[config.mk]
export PLATFORM = sky130hd
export DESIGN_NAME = alu_issue
export DESIGN_NICKNAME = d
export VERILOG_FILES = /design/src/rtl/rv_pkg.sv /design/src/rtl/alu_issue_dec.sv /design/src/rtl/alu_issue.sv
export SDC_FILE = /design/constraint.sdc
export NUM_CORES = 1
export LEC_CHECK = 0
export BUFFER_PORTS_ARGS = -buffer_cell sky130_fd_sc_hd__buf_2
export CORE_UTILIZATION = 49
export DETAILED_ROUTE_END_ITERATION = 10
export GPL_TIMING_DRIVEN = 0
export MAX_ROUTING_LAYER = met4
export PLACE_DENSITY = 0.82
export SLEW_MARGIN = 20
export SYNTH_ARGS = -nofsm -noshare
export SYNTH_HDL_FRONTEND = slang
export SYNTH_SLANG_ARGS = --single-unit
export TNS_END_PERCENT = 30
[constraint.sdc]
create_clock -name i_clk -period 3.4 [get_ports i_clk]
set_input_delay 0.68 -clock i_clk [delete_from_list [all_inputs] [get_ports i_clk]]
set_output_delay 0.68 -clock i_clk [all_outputs]
set_load 0.005 [all_outputs]
[src/rtl/rv_pkg.sv]
// Shared RV32 definitions for the issue stage and the ALU.
// Contents: ALU op encodings ({funct7[5], funct3}), RV32 major opcodes,
// and the packed issue bundle handed from decode to the ALU.
package rv_pkg;

  localparam int unsigned XLEN = 32;

  typedef enum logic [3:0] {
    ALU_ADD  = 4'b0000,
    ALU_SLL  = 4'b0001,
    ALU_SLT  = 4'b0010,
    ALU_SLTU = 4'b0011,
    ALU_XOR  = 4'b0100,
    ALU_SRL  = 4'b0101,
    ALU_OR   = 4'b0110,
    ALU_AND  = 4'b0111,
    ALU_SUB  = 4'b1000,
    ALU_SRA  = 4'b1101
  } alu_op_t;

  localparam logic [6:0] OPC_OP     = 7'b0110011;
  localparam logic [6:0] OPC_OP_IMM = 7'b0010011;
  localparam logic [6:0] OPC_LUI    = 7'b0110111;
  localparam logic [6:0] OPC_AUIPC  = 7'b0010111;

  typedef struct packed {
    logic [XLEN-1:0] a;
    logic [XLEN-1:0] b;
    alu_op_t         op;
    logic [4:0]      rd;
    logic            wen;
    logic            illegal;
  } issue_t;

endpackage

[src/rtl/alu_issue_dec.sv]
// Combinational RV32I decode of one instruction into an ALU issue bundle.
// Ports:
//   instr   - instruction word
//   pc      - instruction PC (AUIPC operand a)
//   rs1_val - x[instr[19:15]]
//   rs2_val - x[instr[24:20]]
//   bundle  - decoded a/b/op/rd/wen/illegal
// Illegal instructions yield a=b=0, op=ADD, wen=0, illegal=1.
module alu_issue_dec
  import rv_pkg::*;
(
  input  logic [XLEN-1:0] instr,
  input  logic [XLEN-1:0] pc,
  input  logic [XLEN-1:0] rs1_val,
  input  logic [XLEN-1:0] rs2_val,
  output issue_t          bundle
);

  logic [6:0] opcode;
  logic [2:0] funct3;
  logic [6:0] funct7;
  logic       legal;

  assign opcode = instr[6:0];
  assign funct3 = instr[14:12];
  assign funct7 = instr[31:25];

  always_comb begin
    bundle    = '0;
    bundle.op = ALU_ADD;
    bundle.rd = instr[11:7];
    legal     = 1'b0;

    case (opcode)
      OPC_OP: begin
        legal = (funct7 == 7'b0000000) ||
                (funct7 == 7'b0100000 && (funct3 == 3'b000 || funct3 == 3'b101));
        bundle.a  = rs1_val;
        bundle.b  = rs2_val;
        bundle.op = alu_op_t'({funct7[5], funct3});
      end
      OPC_OP_IMM: begin
        bundle.a = rs1_val;
        case (funct3)
          3'b001: begin
            legal     = (funct7 == 7'b0000000);
            bundle.b  = {27'd0, instr[24:20]};
            bundle.op = ALU_SLL;
          end
          3'b101: begin
            legal     = (funct7 == 7'b0000000) || (funct7 == 7'b0100000);
            bundle.b  = {27'd0, instr[24:20]};
            bundle.op = alu_op_t'({funct7[5], funct3});
          end
          default: begin
            legal     = 1'b1;
            bundle.b  = {{20{instr[31]}}, instr[31:20]};
            bundle.op = alu_op_t'({1'b0, funct3});
          end
        endcase
      end
      OPC_LUI: begin
        legal    = 1'b1;
        bundle.b = {instr[31:12], 12'd0};
      end
      OPC_AUIPC: begin
        legal    = 1'b1;
        bundle.a = pc;
        bundle.b = {instr[31:12], 12'd0};
      end
      default: legal = 1'b0;
    endcase

    if (!legal) begin
      bundle.a  = '0;
      bundle.b  = '0;
      bundle.op = ALU_ADD;
    end
    bundle.illegal = !legal;
    bundle.wen     = legal && (instr[11:7] != 5'd0);
  end

endmodule

[src/rtl/alu_issue.sv]
// RV32I decode/issue stage feeding the combinational ALU through a single
// valid/ready output register.
// Ports:
//   i_clk, i_rst_n            - clock (rising), async active-low reset
//   i_valid / o_ready         - upstream handshake (o_ready = !o_valid || i_ready)
//   i_instr, i_pc             - instruction and its PC
//   i_rs1_val, i_rs2_val      - register-file read values
//   i_flush                   - drop held and incoming instruction
//   o_valid / i_ready         - downstream handshake
//   o_a, o_b, o_op            - ALU operands and opcode
//   o_rd, o_wen, o_illegal    - destination, write enable, illegal flag
// Optional (ALU_ISSUE_PERF_CNT_EN): o_cnt_issued, o_cnt_illegal count
// retired bundles and retired illegal bundles, wrapping at 2^32.
module alu_issue
  import rv_pkg::*;
#(
  parameter int unsigned XLEN = 32
) (
  input  logic            i_clk,
  input  logic            i_rst_n,
  input  logic            i_valid,
  output logic            o_ready,
  input  logic [XLEN-1:0] i_instr,
  input  logic [XLEN-1:0] i_pc,
  input  logic [XLEN-1:0] i_rs1_val,
  input  logic [XLEN-1:0] i_rs2_val,
  input  logic            i_flush,
  output logic            o_valid,
  input  logic            i_ready,
  output logic [XLEN-1:0] o_a,
  output logic [XLEN-1:0] o_b,
  output logic [3:0]      o_op,
  output logic [4:0]      o_rd,
  output logic            o_wen,
`ifdef ALU_ISSUE_PERF_CNT_EN
  output logic [31:0]     o_cnt_issued,
  output logic [31:0]     o_cnt_illegal,
`endif
  output logic            o_illegal
);

  issue_t dec;
  issue_t held;
  logic   valid;
  logic   accept;

  alu_issue_dec u_dec (
    .instr   (i_instr),
    .pc      (i_pc),
    .rs1_val (i_rs1_val),
    .rs2_val (i_rs2_val),
    .bundle  (dec)
  );

  assign o_ready = !valid || i_ready;
  assign accept  = i_valid && o_ready && !i_flush;

  always_ff @(posedge i_clk or negedge i_rst_n) begin
    if (!i_rst_n) begin
      valid <= 1'b0;
      held  <= '0;
    end else if (i_flush) begin
      valid <= 1'b0;
    end else if (accept) begin
      valid <= 1'b1;
      held  <= dec;
    end else if (i_ready) begin
      valid <= 1'b0;
    end
  end

  assign o_valid   = valid;
  assign o_a       = held.a;
  assign o_b       = held.b;
  assign o_op      = held.op;
  assign o_rd      = held.rd;
  assign o_wen     = held.wen;
  assign o_illegal = held.illegal;

`ifdef ALU_ISSUE_PERF_CNT_EN
  logic retire;
  assign retire = valid && i_ready && !i_flush;

  always_ff @(posedge i_clk or negedge i_rst_n) begin
    if (!i_rst_n) begin
      o_cnt_issued  <= '0;
      o_cnt_illegal <= '0;
    end else if (retire) begin
      o_cnt_issued <= o_cnt_issued + 32'd1;
      if (held.illegal) o_cnt_illegal <= o_cnt_illegal + 32'd1;
    end
  end
`endif

endmodule
==> results of run 1 <==
-- stage by stage --
| stage | instances | utilization, % | area (sq um) | hold WS, ps | setup WS, ps |
|---|---|---|---|---|---|
| 6_report | 717 | 69.6 | 5400 | 301 | 967 |
| 4_1_cts | 717 | 69.6 | 5400 | 296 | 965 |
| 3_3_place_gp | 700 | 65.9 | 5120 | 456 | 644 |
| 5_1_grt | 717 | 69.6 | 5400 | 312 | 855 |
| 2_1_floorplan | 391 | - | 3960 | 384 | 1330 |
| 3_5_place_dp | 701 | 66.2 | 5140 | 466 | 622 |
-- cell type report --
type                       count  area share [%]
tap                          102            2.36
buffer                        39            3.94
clock buffer                  11            2.80
inverter                       3           0.208
multi-input combinational    273            33.9
timing repair buffer         208            19.6
clock inverter                 5            1.99
sequential                    76            35.2
-- report_power, final --
| part | internal (W) | switching [W] |
|---|---|---|
| clock network | 0.000530 | 0.000318 |
| logic | 0.000186 | 0.000204 |
| registers | 0.000948 | 0.0000250 |
| total | 0.00166 | 0.000547 |
-- routing by layer --
layer	track usage [%]	share of wire, %
met5	-	0
met4	10.9	2.1
met3	4.06	5.6
met2	47.3	51
met1	33.1	41
-- cells by family after synthesis --
family                 synth area share, %
multiplexers                          1.42
AND/OR/NAND/NOR                       19.0
flip-flops                            48.0
buffers and inverters                 5.66
AO/OA/AOI/OAI                         25.9
-- worst min-delay path by stage --
stage / slack (ps) / from / depth (start not counted) / to
CTS: 300 / i_rst_n / 1 / o_a[7]
detailed placement: 470 / o_illegal / 2 / o_illegal
finish: 300 / i_rst_n / 1 / o_a[7]
global placement: 460 / o_rd[4] / 2 / o_rd[4]
global route: 310 / i_rst_n / 1 / o_a[7]
floorplan: 380 / i_rst_n / 0 / o_a[0]
-- registers in the layout, summed over array words and instances (netlist names) --
name	cells
o_valid	1
o_wen	1
o_a	32
o_b	32
o_op	4
o_rd	5
o_illegal	1
-- synth_stat cells (all sizes together) --
library cell / n / area share [%]
dfrtp: 76 / 48
nor2: 57 / 9.2
a22oi: 51 / 9.7
a21oi: 40 / 5.1
nor3: 32 / 4.2
nand2: 27 / 2.6
clkbuf: 25 / 2.4
o221a: 22 / 6.3
a22o: 15 / 3.3
buf: 14 / 3.0
mux2: 5 / 1.4
nand3: 5 / 0.63
inv: 3 / 0.28
nor2b: 3 / 0.47
and3: 2 / 0.32
nand3b: 2 / 0.47
or4: 2 / 0.38
a21o: 1 / 0.19
a31o: 1 / 0.22
a32o: 1 / 0.25
and2b: 1 / 0.19
nand4: 1 / 0.16
nor3b: 1 / 0.32
o21ai: 1 / 0.13
o31a: 1 / 0.44
o31ai: 1 / 0.32
or3: 1 / 0.16
==> metrics.txt, run 1 <==
flops & latches, synth 76; total power 0.00221 W; # rows 32; Pre-antenna DRT Iters 5; syn avg cell area 10.1 sq um; drt wl/cell 15.9 um; leak pwr 2.76 nW; Critical Path End Type flop; Final Hold Fails 0; FF-to-FF Start o_valid; via density per instance 5.47; peak supply drop 0.233 mV; post_cts resized 0; DR iter-0 viols 233; # H-tree levels 3; FF-to-FF setup slack 1420 ps; crit path cell chain buf_2 > nor2_1 > nand4_1 > nor2_1 > a31o_2 > buf_2 > o221a_2; Post-Syn Area 0.00396 sq mm; starting density of the core 51.0%; post-synth net total 524; Ys Warns 0; Crit path buffers/inverters 2; critical path data required time 3670 ps; Antenna Cells 0; WP depth 7; Worst Tran Pin Value 610 ps; Clock Path Buffers 2; count of input and output buffers 207; global-route wire length before repair 17,800 um; # setup viols final 0; initial antenna violation count 0; multi-input logic area 0.00183 sq mm; Worst Skew 11.0 ps; Min-Delay Path Class primary input to async pin; fillers 648; layout cells sized above 1 47.0%; CP startpoint i_instr[6]; Clock Latency Late Sink 330 ps; flip-flop and latch area 0.00190 sq mm; gpl congestion 0.850; fin. max-slew vios 0; r2r endpoint o_wen; commonest non-fill, non-tap cell in the layout buf_2; vias in the first global route 3,685; clk sink count 76; Die Width 91.9 um; pin count of the biggest net entering global routing 42; RSZ-0062 raised after global routing false; most frequent cells in the layout buf_2 (212), dfrtp_1 (76), a22oi_1 (51); core area 0.00777 sq mm; Power Dens Cells 409 mW/mm^2; gr usage total 27.7%; Area Overhead vs Synth 36.5%; # Post-CTS Setup Buffers 0; CP max stage cell nor2_1; max_cap viols 0; CP endpoint o_b[30]; Die Footprint 0.00844 sq mm; Top Ports 210; post-route ant nets 0; clock-pin slew on the worst setup and hold paths 80 ps; post-route setup TNS 0 ps; Residual DRC 0; CTS tree built; Max Freq 411 MHz; Final nets 743; CP startpoint kind primary input; number of buffers created by CTS 9; Overflow after GRT 0; DP HPWL 8920 um; die height 91.9 um; Yosys cell types 34; WL final 11,400 um; Post-Synthesis Cells 391; CP arrival 2700 ps; Setup Crit Path Kind primary input to flop; Hold Buf Count CTS 0; crit path time final 2430 ps; status finished clean; Root Buffer clkbuf_8; slowest cell delay on critical path 640 ps; fin crit share 71.5%; Max transition margin 59.2%; CP top delay family simple AND/OR/NAND/NOR gates; Via Count 3,921; sequential fraction of the synthesis area 48.0%; Critical Path Fanout Max 10; Reg2Reg Depth 7
Power figures use the tool's default switching activity.
==> inputs of run 2 (changes only) <==
--- a/config.mk
+++ b/config.mk
@@ -6,11 +6,11 @@
 export NUM_CORES = 1
 export LEC_CHECK = 0
 export BUFFER_PORTS_ARGS = -buffer_cell sky130_fd_sc_hd__buf_2
-export CORE_UTILIZATION = 49
+export CORE_UTILIZATION = 45
 export DETAILED_ROUTE_END_ITERATION = 10
 export GPL_TIMING_DRIVEN = 0
 export MAX_ROUTING_LAYER = met4
-export PLACE_DENSITY = 0.82
+export PLACE_DENSITY = 0.76
 export SLEW_MARGIN = 20
 export SYNTH_ARGS = -nofsm -noshare
 export SYNTH_HDL_FRONTEND = slang
==> constraint.sdc (replaced) <==
create_clock -name i_clk -period 2.4 [get_ports i_clk]
set_input_delay 0.48 -clock i_clk [delete_from_list [all_inputs] [get_ports i_clk]]
set_output_delay 0.48 -clock i_clk [all_outputs]
set_load 0.005 [all_outputs]
==> run 2 against run 1 <==
Effect of this change:
- power increased by 31%
- combinational power increased by 42%
- critical path depth unchanged
- non-clock buffer count unchanged
- largest power group unchanged
- global-route usage decreased by 1.4 points
- largest cell class unchanged
- via count increased by 0.74%
- core utilization decreased by 5.8 points
==> metrics.txt, run 2 (synthesis gave the netlist of run 1 again) <==
Hold Buf Count CTS 0; WL final 11,600 um; post-route setup TNS 0 ps; initial antenna violation count 0; final non-filler cell total 719; Setup Crit Path Kind primary input to flop; met3 WL post-DR 701 um; Clock Latency Late Sink 340 ps; Power Dens Cells 540 mW/mm^2; layout cells sized above 1 46.7%; combinational power share 19.2%; post-route ant nets 0; CP startpoint kind primary input; critical path data required time 2670 ps; gr usage total 26.3%; pre-CTS setup slack -189 ps; Antenna Cells 0; Final nets 743; Die Footprint 0.00918 sq mm; clock-pin slew on the worst setup and hold paths 80 ps; max_cap viols 0; gpl congestion 0.859; fillers 749; via density per instance 5.49; CP arrival 2520 ps; starting density of the core 47.2%; instance area at placement 0.00516 sq mm; Die Width 95.8 um; # rows 33; Overflow after GRT 0; Switch Pwr 0.000779 W; Min-Delay Path Class primary input to async pin; global-route wire length before repair 17,600 um; peak supply drop 0.265 mV; drt wl/cell 16.2 um; fin. max-slew vios 0; Clock Path Buffers 2; Pre-antenna DRT Iters 5; # H-tree levels 3; CTS tree built; most frequent cells in the layout buf_2 (212), dfrtp_1 (76), a22oi_1 (51); metal1 wirelength 4750 um; Final Hold Fails 0; RSZ-0062 raised after global routing false; Top Ports 210; FF-to-FF setup slack 350 ps; Final WS setup 158 ps; DP HPWL 9000 um; met2 wire length 5930 um; Worst Skew 9.55 ps; number of buffers created by CTS 9; sequential share of power 47.7%; count of input and output buffers 207; # Post-CTS Setup Buffers 0; vias in the first global route 3,709; sw frac 27.0%; die height 95.8 um; post_cts resized 0; total power 0.00289 W; Internal 0.00211 W; core area 0.00838 sq mm; status finished clean; Worst Tran Pin Value 640 ps; cell area after layout 0.00535 sq mm; Critical Path Fanout Max 10; DR iter-0 viols 174; # setup viols final 0; clk sink count 76; Area Overhead vs Synth 35.1%; DR top layer met4; Critical Path End Type flop; Max transition margin 57.1%; placed insts 704; pin count of the biggest net entering global routing 57; leak pwr 2.72 nW; Max Freq 446 MHz; Via Count 3,950; fin crit share 93.4%; Residual DRC 0; crit path time final 2240 ps; commonest non-fill, non-tap cell in the layout buf_2; Root Buffer clkbuf_8; Clock power frac 33.1%
==> run 2: cell types whose count changed in the layout (fill, tap and decap cells not counted) <==
cell | previous run | this run
buf_12 | 3 | 2
buf_16 | 0 | 1
bufinv_16 | 3 | 1
clkbuf_1 | 25 | 26
clkbuf_8 | 11 | 10
clkinv_2 | 0 | 1
clkinv_4 | 2 | 0
clkinvlp_4 | 0 | 2
==> run 2: path summary, 6_finish.rpt <==
check	start	to	depth (start not counted)
worst max-delay path	i_instr[6]	o_b[22]	7
worst min-delay path	i_rst_n	o_a[7]	1
worst max register to register	o_valid	o_wen	7
worst min register to register	o_rd[1]	o_rd[1]	2
max in group asynchronous	i_rst_n	o_b[26]	2
min in group i_clk	i_flush	o_valid	2
==> run 2: critical path, stage by stage <==
cell,delay (ps)
buf_2,90
nor2_1,120
nand4_1,430
nor2_1,670
a31o_2,270
buf_2,220
o221a_2,220
==> run 2: layout make-up <==
type / count / area [sq um] / area share, %
Sequential cell: 76 / 1900 / 35.6
Timing Repair Buffer: 208 / 1070 / 19.9
Tap cell: 105 / 131 / 2.46
Clock buffer: 11 / 141 / 2.64
Clock inverter: 4 / 50.0 / 0.936
Inverter: 3 / 11.3 / 0.211
Buffer: 39 / 213 / 3.98
Multi-Input combinational cell: 273 / 1830 / 34.3
==> run 2: per-stage QoR <==
step                utilization, %  hold WS (ps)
finish                        63.8          24.7
global route                  63.8          23.6
CTS                           63.8          18.8
detailed placement            61.5           393
global placement              61.2           456
floorplan                        -           184
==> run 2: per-layer routing <==
metal	GRT usage (%)	vias up
met3	3.55	20
met2	44.9	167
met1	31.3	1875
met4	10.9	0
met5	-	-
li1	-	1888
==> run 2: power groups by stage <==
stage | clock network (W) | registers (W) | logic, W
detailed placement | 0 | 0.00140 | 0.000556
global route | 0.00103 | 0.00139 | 0.000608
CTS | 0.000981 | 0.00138 | 0.000557
floorplan | 0 | 0.00141 | 0.000271
global placement | 0 | 0.00140 | 0.000538
finish | 0.000956 | 0.00138 | 0.000554
==> inputs of run 3 (changes only) <==
--- a/config.mk
+++ b/config.mk
@@ -6,6 +6,7 @@
 export NUM_CORES = 1
 export LEC_CHECK = 0
 export BUFFER_PORTS_ARGS = -buffer_cell sky130_fd_sc_hd__buf_2
+export CORE_MARGIN = 2
 export CORE_UTILIZATION = 45
 export DETAILED_ROUTE_END_ITERATION = 10
 export GPL_TIMING_DRIVEN = 0
==> run 3 against run 2 <==
Effect of this change:
- routed wire length grew 0.66%
- cell area grew 0.84%
- worst hold slack better by 34 ps
- critical path type unchanged
==> metrics.txt, run 3 (synthesis gave the netlist of run 1 again) <==
status finished clean; instance area at placement 0.00515 sq mm; multi-input logic area 0.00183 sq mm; combinational power share 17.7%; CTS tree built; Clock Latency Late Sink 340 ps; Setup Crit Path Kind primary input to flop; die height 97.8 um; gpl congestion 0.847; fin crit share 93.0%; Reg2Reg Depth 7; core area 0.00864 sq mm; Via Count 3,933; Die Footprint 0.00956 sq mm; max_cap viols 0; # rows 34; Power Dens Cells 576 mW/mm^2; CP arrival 2510 ps; Max Freq 448 MHz; Critical Path Fanout Max 10; # H-tree levels 3; Residual DRC 0; Overflow after GRT 0; Final Hold Fails 0; drt wl/cell 16.2 um; Switch Pwr 0.000805 W; Min-Delay Path Class primary input to async pin; DR iter-0 viols 146; clk sink count 76; DP HPWL 9130 um; CP max stage cell nor2_1; initial antenna violation count 0; Clock Path Buffers 2; gr usage total 25.5%; fin. max-slew vios 0; RSZ-0062 raised after global routing false; global-route wire length before repair 19,100 um; WL final 11,700 um; Final nets 743; critical path data required time 2680 ps; post-route ant nets 0; clock-pin slew on the worst setup and hold paths 80 ps; number of buffers created by CTS 9; post-route setup TNS 0 ps; layout cells sized above 1 46.8%; # Post-CTS Setup Buffers 0; Top Ports 210; Worst Skew 7.16 ps; pin count of the biggest net entering global routing 45; starting density of the core 45.8%; Hold Buf Count CTS 0; via density per instance 5.44; crit path time final 2230 ps; sequential share of power 44.5%; most frequent cells in the layout buf_2 (212), dfrtp_1 (76), a22oi_1 (51); placed insts 707; Internal 0.00230 W; post_cts resized 0; CP startpoint kind primary input; Critical Path End Type flop; Root Buffer clkbuf_8; Clock power frac 37.8%; Area Overhead vs Synth 36.2%; Worst Tran Pin Value 638 ps; Final Hold Slack 58.9 ps; Max transition margin 57.3%; Pre-antenna DRT Iters 4; peak supply drop 0.258 mV; Antenna Cells 0; final non-filler cell total 723; cell area after layout 0.00539 sq mm; Die Width 97.8 um; fillers 804; flip-flop and latch area 0.00190 sq mm; commonest non-fill, non-tap cell in the layout buf_2; crit path cell chain buf_2 > nor2_1 > nand4_1 > nor2_1 > a31o_2 > buf_2 > o221a_2; vias in the first global route 3,900; leak pwr 2.75 nW; count of input and output buffers 207; # setup viols final 0; slowest cell delay on critical path 680 ps; sw frac 25.9%
[run 3: area by class of cell]
cell class / count / share of cell area, %
clock buffers: 10 / 2.37
clock inverters: 6 / 2.09
inverters: 3 / 0.209
well taps: 108 / 2.51
multi-input cells: 273 / 34.0
plain buffers: 39 / 3.94
flip-flops and latches: 76 / 35.3
repair buffers: 208 / 19.6
[run 3: power by group through the flow]
stage	Clock [W]	Sequential [W]	Combinational, W
detailed placement	0	0.00140	0.000553
global route	0.00124	0.00139	0.000606
finish	0.00117	0.00138	0.000550
CTS	0.00119	0.00138	0.000555
floorplan	0	0.00141	0.000271
global placement	0	0.00140	0.000537
[run 3: path summary, 6_finish.rpt]
check / startpoint / end / slack, ps
max: i_instr[6] / o_b[28] / 170
min in group i_clk: i_flush / o_valid / 330
max in group asynchronous: i_rst_n / o_rd[1] / 1760
max reg2reg: o_valid / o_wen / 410
min reg2reg: o_rd[4] / o_rd[4] / 470
min: i_rst_n / o_a[9] / 60
[run 3: layer usage]
metal  part of all wire [%]  track usage (%)
met5                      0                -
met4                    1.6             7.59
met3                    6.4             4.37
met2                     51             43.5
met1                     41             31.2
[run 3: worst max-delay path: cells and delay by family]
| kind | cells | cell delay [ps] |
|---|---|---|
| buffers and inverters | 2 | 320 |
| and+or+nand+nor | 3 | 1220 |
| AOI/OAI and AO/OA | 2 | 500 |
[run 3: metrics by stage]
stage          worst slack [ps]  power (W)  util (%)
5_1_grt                    30.8    0.00323      62.4
3_3_place_gp               -153    0.00194      59.4
6_report                    167    0.00310      62.4
3_5_place_dp               -146    0.00195      59.7
2_1_floorplan               534    0.00168         -
4_1_cts                     206    0.00313      62.4
